<file path="src/rtl/skullfet_chain_tester.sv">
// skullfet_chain_tester
// Drives a bank of SkullFET inverter channels through a fixed pattern set
// (all-0, all-1, walking-one, walking-zero) and checks dut_y == ~dut_a for
// each pattern after a programmable settle time.
// Optional build macro: SKULLFET_SYNC_EN -- routes dut_y through a 2-flop
// synchroniser before comparison and stretches every settle window by the
// two extra cycles the synchroniser needs to deliver the new value.
module skullfet_chain_tester #(
    parameter int CHANNELS = 4,
    parameter int SETTLE_W = 8,
    parameter int ERR_W    = 16
) (
    input  logic                wb_clk_i,
    input  logic                wb_rst_i,
    input  logic                start,
    input  logic [SETTLE_W-1:0] settle_cycles,
    output logic [CHANNELS-1:0] dut_a,
    input  logic [CHANNELS-1:0] dut_y,
    output logic                busy,
    output logic                done,
    output logic                pass,
    output logic [ERR_W-1:0]    err_count,
    output logic [CHANNELS-1:0] fail_mask
);

    localparam int NPAT  = 2 + 2 * CHANNELS;
    localparam int IDX_W = $clog2(NPAT);
    localparam int CNT_W = SETTLE_W + 2;
    localparam int SUM_W = ERR_W + 7;
`ifdef SKULLFET_SYNC_EN
    localparam int SYNC_EXTRA = 2;
`else
    localparam int SYNC_EXTRA = 0;
`endif

    typedef enum logic [1:0] {
        ST_IDLE   = 2'd0,
        ST_SETTLE = 2'd1,
        ST_SAMPLE = 2'd2,
        ST_DONE   = 2'd3
    } state_t;

    state_t r_state;
    state_t w_state_nxt;

    logic [CHANNELS-1:0] r_dut_a,     w_dut_a_nxt;
    logic                r_busy,      w_busy_nxt;
    logic                r_done,      w_done_nxt;
    logic                r_pass,      w_pass_nxt;
    logic [ERR_W-1:0]    r_err,       w_err_nxt;
    logic [CHANNELS-1:0] r_fail_mask, w_fail_mask_nxt;
    logic [IDX_W-1:0]    r_pat_idx,   w_pat_idx_nxt;
    logic [CNT_W-1:0]    r_settle_cnt, w_settle_cnt_nxt;
    logic [SETTLE_W-1:0] r_settle_lat, w_settle_lat_nxt;

    logic [CHANNELS-1:0] w_y_sampled;
    logic [CHANNELS-1:0] w_mismatch;
    logic [CHANNELS-1:0] w_fail_mask_upd;
    logic [SUM_W-1:0]    w_err_sum;
    logic [ERR_W-1:0]    w_err_sat;
    logic                w_last_pat;

    // Test pattern for a given index: all-0, all-1, walking-one, walking-zero.
    function automatic logic [CHANNELS-1:0] pattern_at(input logic [IDX_W-1:0] idx);
        int k;
        logic [CHANNELS-1:0] one;
        k   = int'(idx);
        one = CHANNELS'(1'b1);
        if (k == 0) begin
            pattern_at = {CHANNELS{1'b0}};
        end else if (k == 1) begin
            pattern_at = {CHANNELS{1'b1}};
        end else if (k < 2 + CHANNELS) begin
            pattern_at = one << (k - 2);
        end else begin
            pattern_at = ~(one << (k - 2 - CHANNELS));
        end
    endfunction

    // Number of set bits in a channel vector (at most 32, fits in 7 bits).
    function automatic logic [6:0] popcount(input logic [CHANNELS-1:0] v);
        logic [6:0] acc;
        acc = 7'd0;
        for (int i = 0; i < CHANNELS; i++) begin
            acc = acc + {6'd0, v[i]};
        end
        return acc;
    endfunction

    // Settle-counter load value: settle+1 cycles, plus synchroniser latency.
    function automatic logic [CNT_W-1:0] settle_reload(input logic [SETTLE_W-1:0] s);
        return CNT_W'(s) + CNT_W'(SYNC_EXTRA);
    endfunction

`ifdef SKULLFET_SYNC_EN
    logic [CHANNELS-1:0] r_sync1;
    logic [CHANNELS-1:0] r_sync2;

    // Two-flop synchroniser bringing the asynchronous inverter outputs into wb_clk_i.
    always_ff @(posedge wb_clk_i or posedge wb_rst_i) begin
        if (wb_rst_i) begin
            r_sync1 <= {CHANNELS{1'b0}};
            r_sync2 <= {CHANNELS{1'b0}};
        end else begin
            r_sync1 <= dut_y;
            r_sync2 <= r_sync1;
        end
    end

    assign w_y_sampled = r_sync2;
`else
    assign w_y_sampled = dut_y;
`endif

    // A channel mismatches when its output is not the inverse of its drive.
    assign w_mismatch      = w_y_sampled ^ ~r_dut_a;
    assign w_fail_mask_upd = r_fail_mask | w_mismatch;
    assign w_err_sum       = SUM_W'(r_err) + SUM_W'(popcount(w_mismatch));
    assign w_err_sat       = (w_err_sum > SUM_W'({ERR_W{1'b1}})) ? {ERR_W{1'b1}}
                                                                 : w_err_sum[ERR_W-1:0];
    assign w_last_pat      = (r_pat_idx == IDX_W'(NPAT - 1));

    // FSM state register.
    always_ff @(posedge wb_clk_i or posedge wb_rst_i) begin
        if (wb_rst_i) begin
            r_state <= ST_IDLE;
        end else begin
            r_state <= w_state_nxt;
        end
    end

    // FSM next-state logic.
    always_comb begin
        w_state_nxt = r_state;
        case (r_state)
            ST_IDLE, ST_DONE: begin
                if (start) begin
                    w_state_nxt = ST_SETTLE;
                end else begin
                    w_state_nxt = r_state;
                end
            end
            ST_SETTLE: begin
                if (r_settle_cnt == {CNT_W{1'b0}}) begin
                    w_state_nxt = ST_SAMPLE;
                end else begin
                    w_state_nxt = ST_SETTLE;
                end
            end
            ST_SAMPLE: begin
                if (w_last_pat) begin
                    w_state_nxt = ST_DONE;
                end else begin
                    w_state_nxt = ST_SETTLE;
                end
            end
            default: w_state_nxt = ST_IDLE;
        endcase
    end

    // FSM output / datapath next values; start is only acted on outside a run.
    always_comb begin
        w_dut_a_nxt      = r_dut_a;
        w_busy_nxt       = r_busy;
        w_done_nxt       = r_done;
        w_pass_nxt       = r_pass;
        w_err_nxt        = r_err;
        w_fail_mask_nxt  = r_fail_mask;
        w_pat_idx_nxt    = r_pat_idx;
        w_settle_cnt_nxt = r_settle_cnt;
        w_settle_lat_nxt = r_settle_lat;
        case (r_state)
            ST_IDLE, ST_DONE: begin
                if (start) begin
                    w_dut_a_nxt      = pattern_at({IDX_W{1'b0}});
                    w_busy_nxt       = 1'b1;
                    w_done_nxt       = 1'b0;
                    w_pass_nxt       = 1'b0;
                    w_err_nxt        = {ERR_W{1'b0}};
                    w_fail_mask_nxt  = {CHANNELS{1'b0}};
                    w_pat_idx_nxt    = {IDX_W{1'b0}};
                    w_settle_lat_nxt = settle_cycles;
                    w_settle_cnt_nxt = settle_reload(settle_cycles);
                end else begin
                    w_busy_nxt = 1'b0;
                end
            end
            ST_SETTLE: begin
                if (r_settle_cnt != {CNT_W{1'b0}}) begin
                    w_settle_cnt_nxt = r_settle_cnt - CNT_W'(1'b1);
                end else begin
                    w_settle_cnt_nxt = r_settle_cnt;
                end
            end
            ST_SAMPLE: begin
                w_fail_mask_nxt = w_fail_mask_upd;
                w_err_nxt       = w_err_sat;
                if (w_last_pat) begin
                    w_dut_a_nxt = {CHANNELS{1'b0}};
                    w_busy_nxt  = 1'b0;
                    w_done_nxt  = 1'b1;
                    w_pass_nxt  = (w_fail_mask_upd == {CHANNELS{1'b0}});
                end else begin
                    w_pat_idx_nxt    = r_pat_idx + IDX_W'(1'b1);
                    w_dut_a_nxt      = pattern_at(r_pat_idx + IDX_W'(1'b1));
                    w_settle_cnt_nxt = settle_reload(r_settle_lat);
                end
            end
            default: begin
                w_dut_a_nxt = {CHANNELS{1'b0}};
                w_busy_nxt  = 1'b0;
                w_done_nxt  = 1'b0;
                w_pass_nxt  = 1'b0;
            end
        endcase
    end

    // Datapath and output registers.
    always_ff @(posedge wb_clk_i or posedge wb_rst_i) begin
        if (wb_rst_i) begin
            r_dut_a      <= {CHANNELS{1'b0}};
            r_busy       <= 1'b0;
            r_done       <= 1'b0;
            r_pass       <= 1'b0;
            r_err        <= {ERR_W{1'b0}};
            r_fail_mask  <= {CHANNELS{1'b0}};
            r_pat_idx    <= {IDX_W{1'b0}};
            r_settle_cnt <= {CNT_W{1'b0}};
            r_settle_lat <= {SETTLE_W{1'b0}};
        end else begin
            r_dut_a      <= w_dut_a_nxt;
            r_busy       <= w_busy_nxt;
            r_done       <= w_done_nxt;
            r_pass       <= w_pass_nxt;
            r_err        <= w_err_nxt;
            r_fail_mask  <= w_fail_mask_nxt;
            r_pat_idx    <= w_pat_idx_nxt;
            r_settle_cnt <= w_settle_cnt_nxt;
            r_settle_lat <= w_settle_lat_nxt;
        end
    end

    assign dut_a     = r_dut_a;
    assign busy      = r_busy;
    assign done      = r_done;
    assign pass      = r_pass;
    assign err_count = r_err;
    assign fail_mask = r_fail_mask;

endmodule

</file>
<file path="config.mk">
export PLATFORM = sky130hd
export DESIGN_NAME = skullfet_chain_tester
export DESIGN_NICKNAME = d
export VERILOG_FILES = /design/src/rtl/skullfet_chain_tester.sv
export SDC_FILE = /design/constraint.sdc
export NUM_CORES = 1
export LEC_CHECK = 0
export CAP_MARGIN = 20
export CORE_AREA = 2 2 88 90
export DETAILED_ROUTE_END_ITERATION = 10
export DIE_AREA = 0 0 90 92
export PLACE_DENSITY = 0.66
export SLEW_MARGIN = 20
export SYNTH_ARGS = -nofsm -noshare
export SYNTH_HDL_FRONTEND = slang
export SYNTH_SLANG_ARGS = --single-unit
</file>
<file path="constraint.sdc">
create_clock -name wb_clk_i -period 5.1 [get_ports wb_clk_i]
set_clock_uncertainty 0.1 [all_clocks]
set_input_delay 1.275 -clock wb_clk_i [delete_from_list [all_inputs] [get_ports wb_clk_i]]
set_output_delay 1.275 -clock wb_clk_i [all_outputs]
set_load 0.005 [all_outputs]
</file>
After elaboration in Yosys (flattened, before gate mapping) --
Index checks and enable logic that the tools add are counted.
Storage, ports and cells: register bits 51, output and inout port bits 27, input port bits 15, logic and storage cells 76
Operators by class: bitwise logic cells 4, add/subtract/negate cells 8, equality and inequality tests 9, magnitude comparators 2, shifts and indexed selects 2, reductions and logical operators 13, multiplexer cells 28
Operators with widths (count):
- 1-bit by 32-bit << shifter with 4-bit output (first input constant) | 2
- 16-bit two-way mux | 2
- 16-bit case mux with 2 select lines | 1
- 10-bit two-way mux | 3
- 10-bit case mux with 3 select lines | 1
- 4-bit two-way mux | 6
- 4-bit case mux with 2 select lines | 3
- 16-bit by 4-bit adder with 17-bit output | 1
- 17-bit by 16-bit > comparator with 1-bit output (second input constant) | 1
- 10-bit zero test | 1
- 10-bit nonzero test | 1
- 10-bit by 1-bit subtractor with 10-bit output (second input constant) | 1
- 3-bit AND reduction | 3
- 4-bit zero test | 2
- 2-bit inequality test (second input constant) | 4
- 4-bit NOT | 2
- 2-bit two-way mux | 3
- 1-bit case mux with 2 select lines | 3
- 2-bit case mux with 3 select lines | 1
- 2-bit AND reduction | 3
- 5-bit by 4-bit subtractor with 6-bit output (second input constant) | 1
- 1-bit two-way mux | 5
- 4-bit by 2-bit subtractor with 5-bit output (second input constant) | 1
- 3-bit by 1-bit adder with 4-bit output | 1
- 13 further kinds | 14

Depth between registers and ports, before layout --
depth after elaboration 10, mapped depth 14, gate-level depth less buffers 12

Worst setup path before layout --
OpenSTA, ideal clock, no wires.
path kind input -> register, start input dut_y[0], end register r_err[2] (netlist: err_count[2]), path buffers 1, data required time 4879 ps, stages on the path 12, arrival time 3981 ps, setup slack 898 ps, library setup time 121 ps, cell sequence xor2_1 -> fa_1 -> inv_1 -> fa_1 -> fa_1 -> nand3_1 -> nor3_2 -> and4_1 -> nand2_1 -> clkbuf_1 -> o21ai_0 -> a22o_1
Between the ends: cells in the longest elaborated chain, start to end 8
Ends and longest elaborated chain:
- start: declaration | RTL line 18 | input logic [CHANNELS-1:0] dut_y,
- 4-bit XOR * | RTL line 116 | assign w_mismatch = w_y_sampled ^ ~r_dut_a;
- 1-bit by 1-bit adder with 2-bit output * | RTL line 85 | acc = acc + {6'd0, v[i]};
- 2-bit by 1-bit adder with 3-bit output * | RTL line 85
- 3-bit by 1-bit adder with 4-bit output * | RTL line 85
- 16-bit by 4-bit adder with 17-bit output * | RTL line 118 | assign w_err_sum = SUM_W'(r_err) + SUM_W'(popcount(w_mismatch));
- 17-bit by 16-bit > comparator with 1-bit output | RTL line 119 | assign w_err_sat = (w_err_sum > SUM_W'({ERR_W{1'b1}})) ? {ERR_W{1'b1}}
- 16-bit two-way mux * | RTL line 119
- 16-bit case mux with 2 select lines * | RTL line 172 | case (r_state)
- end signal: assignment | RTL line 225 | r_err <= {ERR_W{1'b0}};
- end signal: assignment | RTL line 235 | r_err <= w_err_nxt;
- end: declaration | RTL line 50 | logic [ERR_W-1:0] r_err, w_err_nxt;
Every way passes the cells marked *; elsewhere a longest branch is shown, timed or not. A chain may end at the register's enable or synchronous reset.

Worst setup path in the final report --
start input dut_y[0], end register r_err[4] (netlist: err_count[4])
The elaborated chain is that of the path after synthesis.

==> impl_summary.log <==
[metrics] Hold WC Path Type: flop to flop
[metrics] standard-cell row count: 32
[metrics] number of synthesis warnings: 0
[metrics] timing-limited maximum frequency: 221 MHz
[metrics] sinks on the clock net: 51
[metrics] Storage cell area: between 0.001 and 0.0015 mm²
[metrics] Post-layout nets: approximately 430
[metrics] mean instance size in the synthesized netlist: between 8 and 9 µm²
[metrics] die outline area: a little over 0.008 mm²
[metrics] crit end category: flop
[metrics] number of enable-type register cells in the synthesized netlist: 0
[metrics] leakage power of the design: 1.59 nW
[metrics] count of vias placed by the detailed router: between 2000 and 3000
[metrics] Detail Placement HPWL: around 5200 µm
[metrics] leftover overflow at the end of global routing: 0
[metrics] setup repair after global routing missed its margin: false
[metrics] height of the die: about 92 µm
[metrics] predominant post-synthesis flop cell: sky130_fd_sc_hd__dfrtp_1
[metrics] via count of the first global-routing pass: approximately 2700
[metrics] iteration-0 DRC count of the detailed router: about 130
[metrics] setup fix buffers added after clock tree synthesis: 0
[metrics] instance area at placement: 0.00367 mm²
[metrics] hold wc startpoint: r_settle_lat[1]
[metrics] maximum level of the CTS H-tree: 2
[metrics] Critical R2R Capture: err_count[4]
[metrics] share of layout cells above drive strength 1: 0.0677
[metrics] clock latency on the worst-skew pair: 300 ps
[metrics] antenna-violating nets left: 0
[metrics] TritonCTS Buffers: 5
[metrics] multi-input logic area: 0.00176 mm²
[metrics] Worst VDD drop: between 200 and 300 µV
[metrics] post-synthesis instance area: 0.00320 mm²
[metrics] number of distinct library cell variants in the gate-level netlist after synthesis: 52
[metrics] leading post-synthesis cells by cell area: sky130_fd_sc_hd__dfrtp_1, sky130_fd_sc_hd__o21ai_0, sky130_fd_sc_hd__nand2_1
[metrics] Boundary Pins: 42
[metrics] commonest cells after routing, fill and taps aside: sky130_fd_sc_hd__dfrtp_1, sky130_fd_sc_hd__o21ai_0, sky130_fd_sc_hd__nand2_1, sky130_fd_sc_hd__clkdlybuf4s50_1
[metrics] initial standard-cell utilization of the core: 0.430
[metrics] port buffer count: 41
[metrics] initial antenna violation count: 0
[metrics] global placement routability congestion: just over 0.8
[metrics] n_diodes: 0
[metrics] sequential fraction of the synthesis area: 0.399
[metrics] share of async-settable or async-resettable flops after synthesis: 1.00
[metrics] largest net degree at the start of global routing: 30
[metrics] number of register bits inferred by synthesis: just over 50
[metrics] worst hold path depth: 1
[metrics] Chip Width: 90 µm
[metrics] result of the run: complete, no violations
[metrics] proportion of netlist area held by the largest area contributor: 0.399
[metrics] fin. max-slew vios: 0
[metrics] final total negative setup slack: 0 ps
[metrics] Total Power Consumption: about 0.0016 W
[metrics] reg2reg setup slack: about 1500 ps
[metrics] first-pass GRT wire length: roughly 13000 µm
[metrics] number of design rule violations left after detail routing: 0
[metrics] PD cells: about 430 mW/mm²
[metrics] required time of the worst setup path: slightly above 5000 ps
[metrics] Worst Setup Start Kind: input pin
[metrics] TritonCTS clock tree: yes
[metrics] Clock Path Buffers: 2
[metrics] normalized max-slew margin: 0.275
[metrics] DP Worst Slack: 264 ps
[metrics] final setup fails: 0
[metrics] hold worst-path end: r_settle_lat[1]
[metrics] slew at the pin closest to its max-slew limit: around 1100 ps
[metrics] fraction of the cycle the final worst path needs: 0.889
[metrics] overall fraction of global-route tracks in use: 0.186
[metrics] hold violation count in the final report: 0
[metrics] Critical Path Fanout Max: 11
[metrics] clk slew on worst S/H paths: 100 ps
[metrics] routed length per instance: approximately 15 µm
[metrics] area inside the core boundary: about 0.0074 mm²
[metrics] cell type contributing the most total cell area after synthesis: sky130_fd_sc_hd__dfrtp_1
[metrics] final worst setup slack: 569 ps
[metrics] Post-Route WL: roughly 7500 µm
[metrics] clock period minus final worst setup slack: about 4500 ps
[metrics] fillers: roughly 720
[metrics] number of instances in the synthesized netlist: 370
[metrics] final cell area excluding filler cells: approximately 0.0038 mm²
[metrics] Via-to-Cell Ratio: 5.68
[metrics] Critical R2R Launch: dut_a[0]
[metrics] number of hold buffers added after cts: 0
[metrics] number of detailed-routing iterations run before antenna repair: 4
[metrics] arrival time at the worst endpoint: between 4000 and 5000 ps
[metrics] most frequent standard cell in the layout excluding fill and tap cells: sky130_fd_sc_hd__dfrtp_1
[metrics] post-cts repair resize count: 0
[metrics] clock root buffer: sky130_fd_sc_hd__clkbuf_8
[metrics] Critical Setup Path Class: input pin to flop
[metrics] total nets after synthesis: between 300 and 400
[metrics] Area Growth Syn to Fin: 18.0%
[metrics] max-cap violations: 0
[metrics] hold slack: slightly above 400 ps
[metrics] worst-case reg-to-reg path depth: 11
==> stage by stage <==
stage	utilization	instances
after global routing	0.507	501
after global placement	0.491	492
after floorplan	-	370
final	0.507	501
after CTS	0.507	501
after detailed placement	0.493	493
==> layout make-up <==
| cell class | instances | area share |
|---|---|---|
| tap | 102 | 0.0338 |
| inverter | 20 | 0.0199 |
| timing repair buffer | 43 | 0.116 |
| multi-input combinational | 277 | 0.465 |
| clock buffer | 7 | 0.0255 |
| clock inverter | 1 | 0.00199 |
| sequential | 51 | 0.338 |
==> logic make-up after synthesis <==
logic type,after synthesis,share of synthesized area
DFF,51,0.399
xor gates and xnor gates,10,0.0274
buffers and inverters,42,0.0524
muxes,10,0.0344
and+or+nand+nor,115,0.176
AOI/OAI and AO/OA,129,0.253
adders and majority gates,13,0.0579
==> how the worst max path moves through the flow <==
stage                         from       endpoint  slack [ps]  depth (start not counted)
after detailed placement  dut_y[0]   err_count[2]         260                         12
after floorplan           dut_y[0]   err_count[2]         900                         12
after CTS                 dut_y[0]   err_count[2]         580                         12
final                     dut_y[0]   err_count[4]         570                         12
after global routing      dut_y[0]  err_count[11]         300                         12
after global placement    dut_y[0]   err_count[3]         320                         12
==> metal layers <==
layer	GRT usage	vias to the layer above	wire length, µm
met5	0	-	0
met2	0.299	52	3480
li1	-	1386	-
met3	0.0386	6	303
met4	0.0333	0	67
met1	0.263	1401	3670
==> state kept, by name (all words and copies together), names as in the netlist, 2 cells and up <==
register	flops
err_count	16
r_settle_cnt	10
r_settle_lat	8
dut_a	4
fail_mask	4
r_pat_idx	4
r_state	2
==> power breakdown <==
group	internal (W)	total (W)	switching (W)
Combinational	0.000323	0.000772	0.000449
Clock	0.000124	0.000263	0.000139
Sequential	0.000504	0.000604	0.0000994
Total	0.000951	0.00164	0.000688
==> worst max-delay path, stage by stage <==
cell and delay (ps):
sky130_fd_sc_hd__clkdlybuf4s50_1 420, sky130_fd_sc_hd__xor2_1 190, sky130_fd_sc_hd__fa_1 520, sky130_fd_sc_hd__inv_1 50, sky130_fd_sc_hd__fa_1 460, sky130_fd_sc_hd__fa_1 430, sky130_fd_sc_hd__nand3_1 190, sky130_fd_sc_hd__nor3_2 120
sky130_fd_sc_hd__and4_1 250, sky130_fd_sc_hd__nand2_1 320, sky130_fd_sc_hd__o21ai_0 150, sky130_fd_sc_hd__a22o_1 250
==> synthesized netlist by cell type (all sizes together), types with 2 or more instances <==
| master | count |
|---|---|
| dfrtp | 51 |
| o21ai | 50 |
| nand2 | 42 |
| a21oi | 23 |
| nor2 | 23 |
| inv | 20 |
| clkbuf | 19 |
| ha | 10 |
| nand3 | 9 |
| xor2 | 9 |
| a22o | 8 |
| a22oi | 8 |
| mux2 | 8 |
| o31ai | 8 |
| a31oi | 6 |
| nand4 | 6 |
| nor3 | 6 |
| a211oi | 5 |
| and2 | 5 |
| nand2b | 5 |
| o22ai | 5 |
| and3 | 4 |
| nor4 | 4 |
| buf | 3 |
| fa | 3 |
| o21a | 3 |
| a2bb2oi | 2 |
| mux2i | 2 |
| nor2b | 2 |
| nor3b | 2 |
| o22a | 2 |
| or3 | 2 |
| or4 | 2 |
Note: power is estimated with default switching activity, not from simulation.
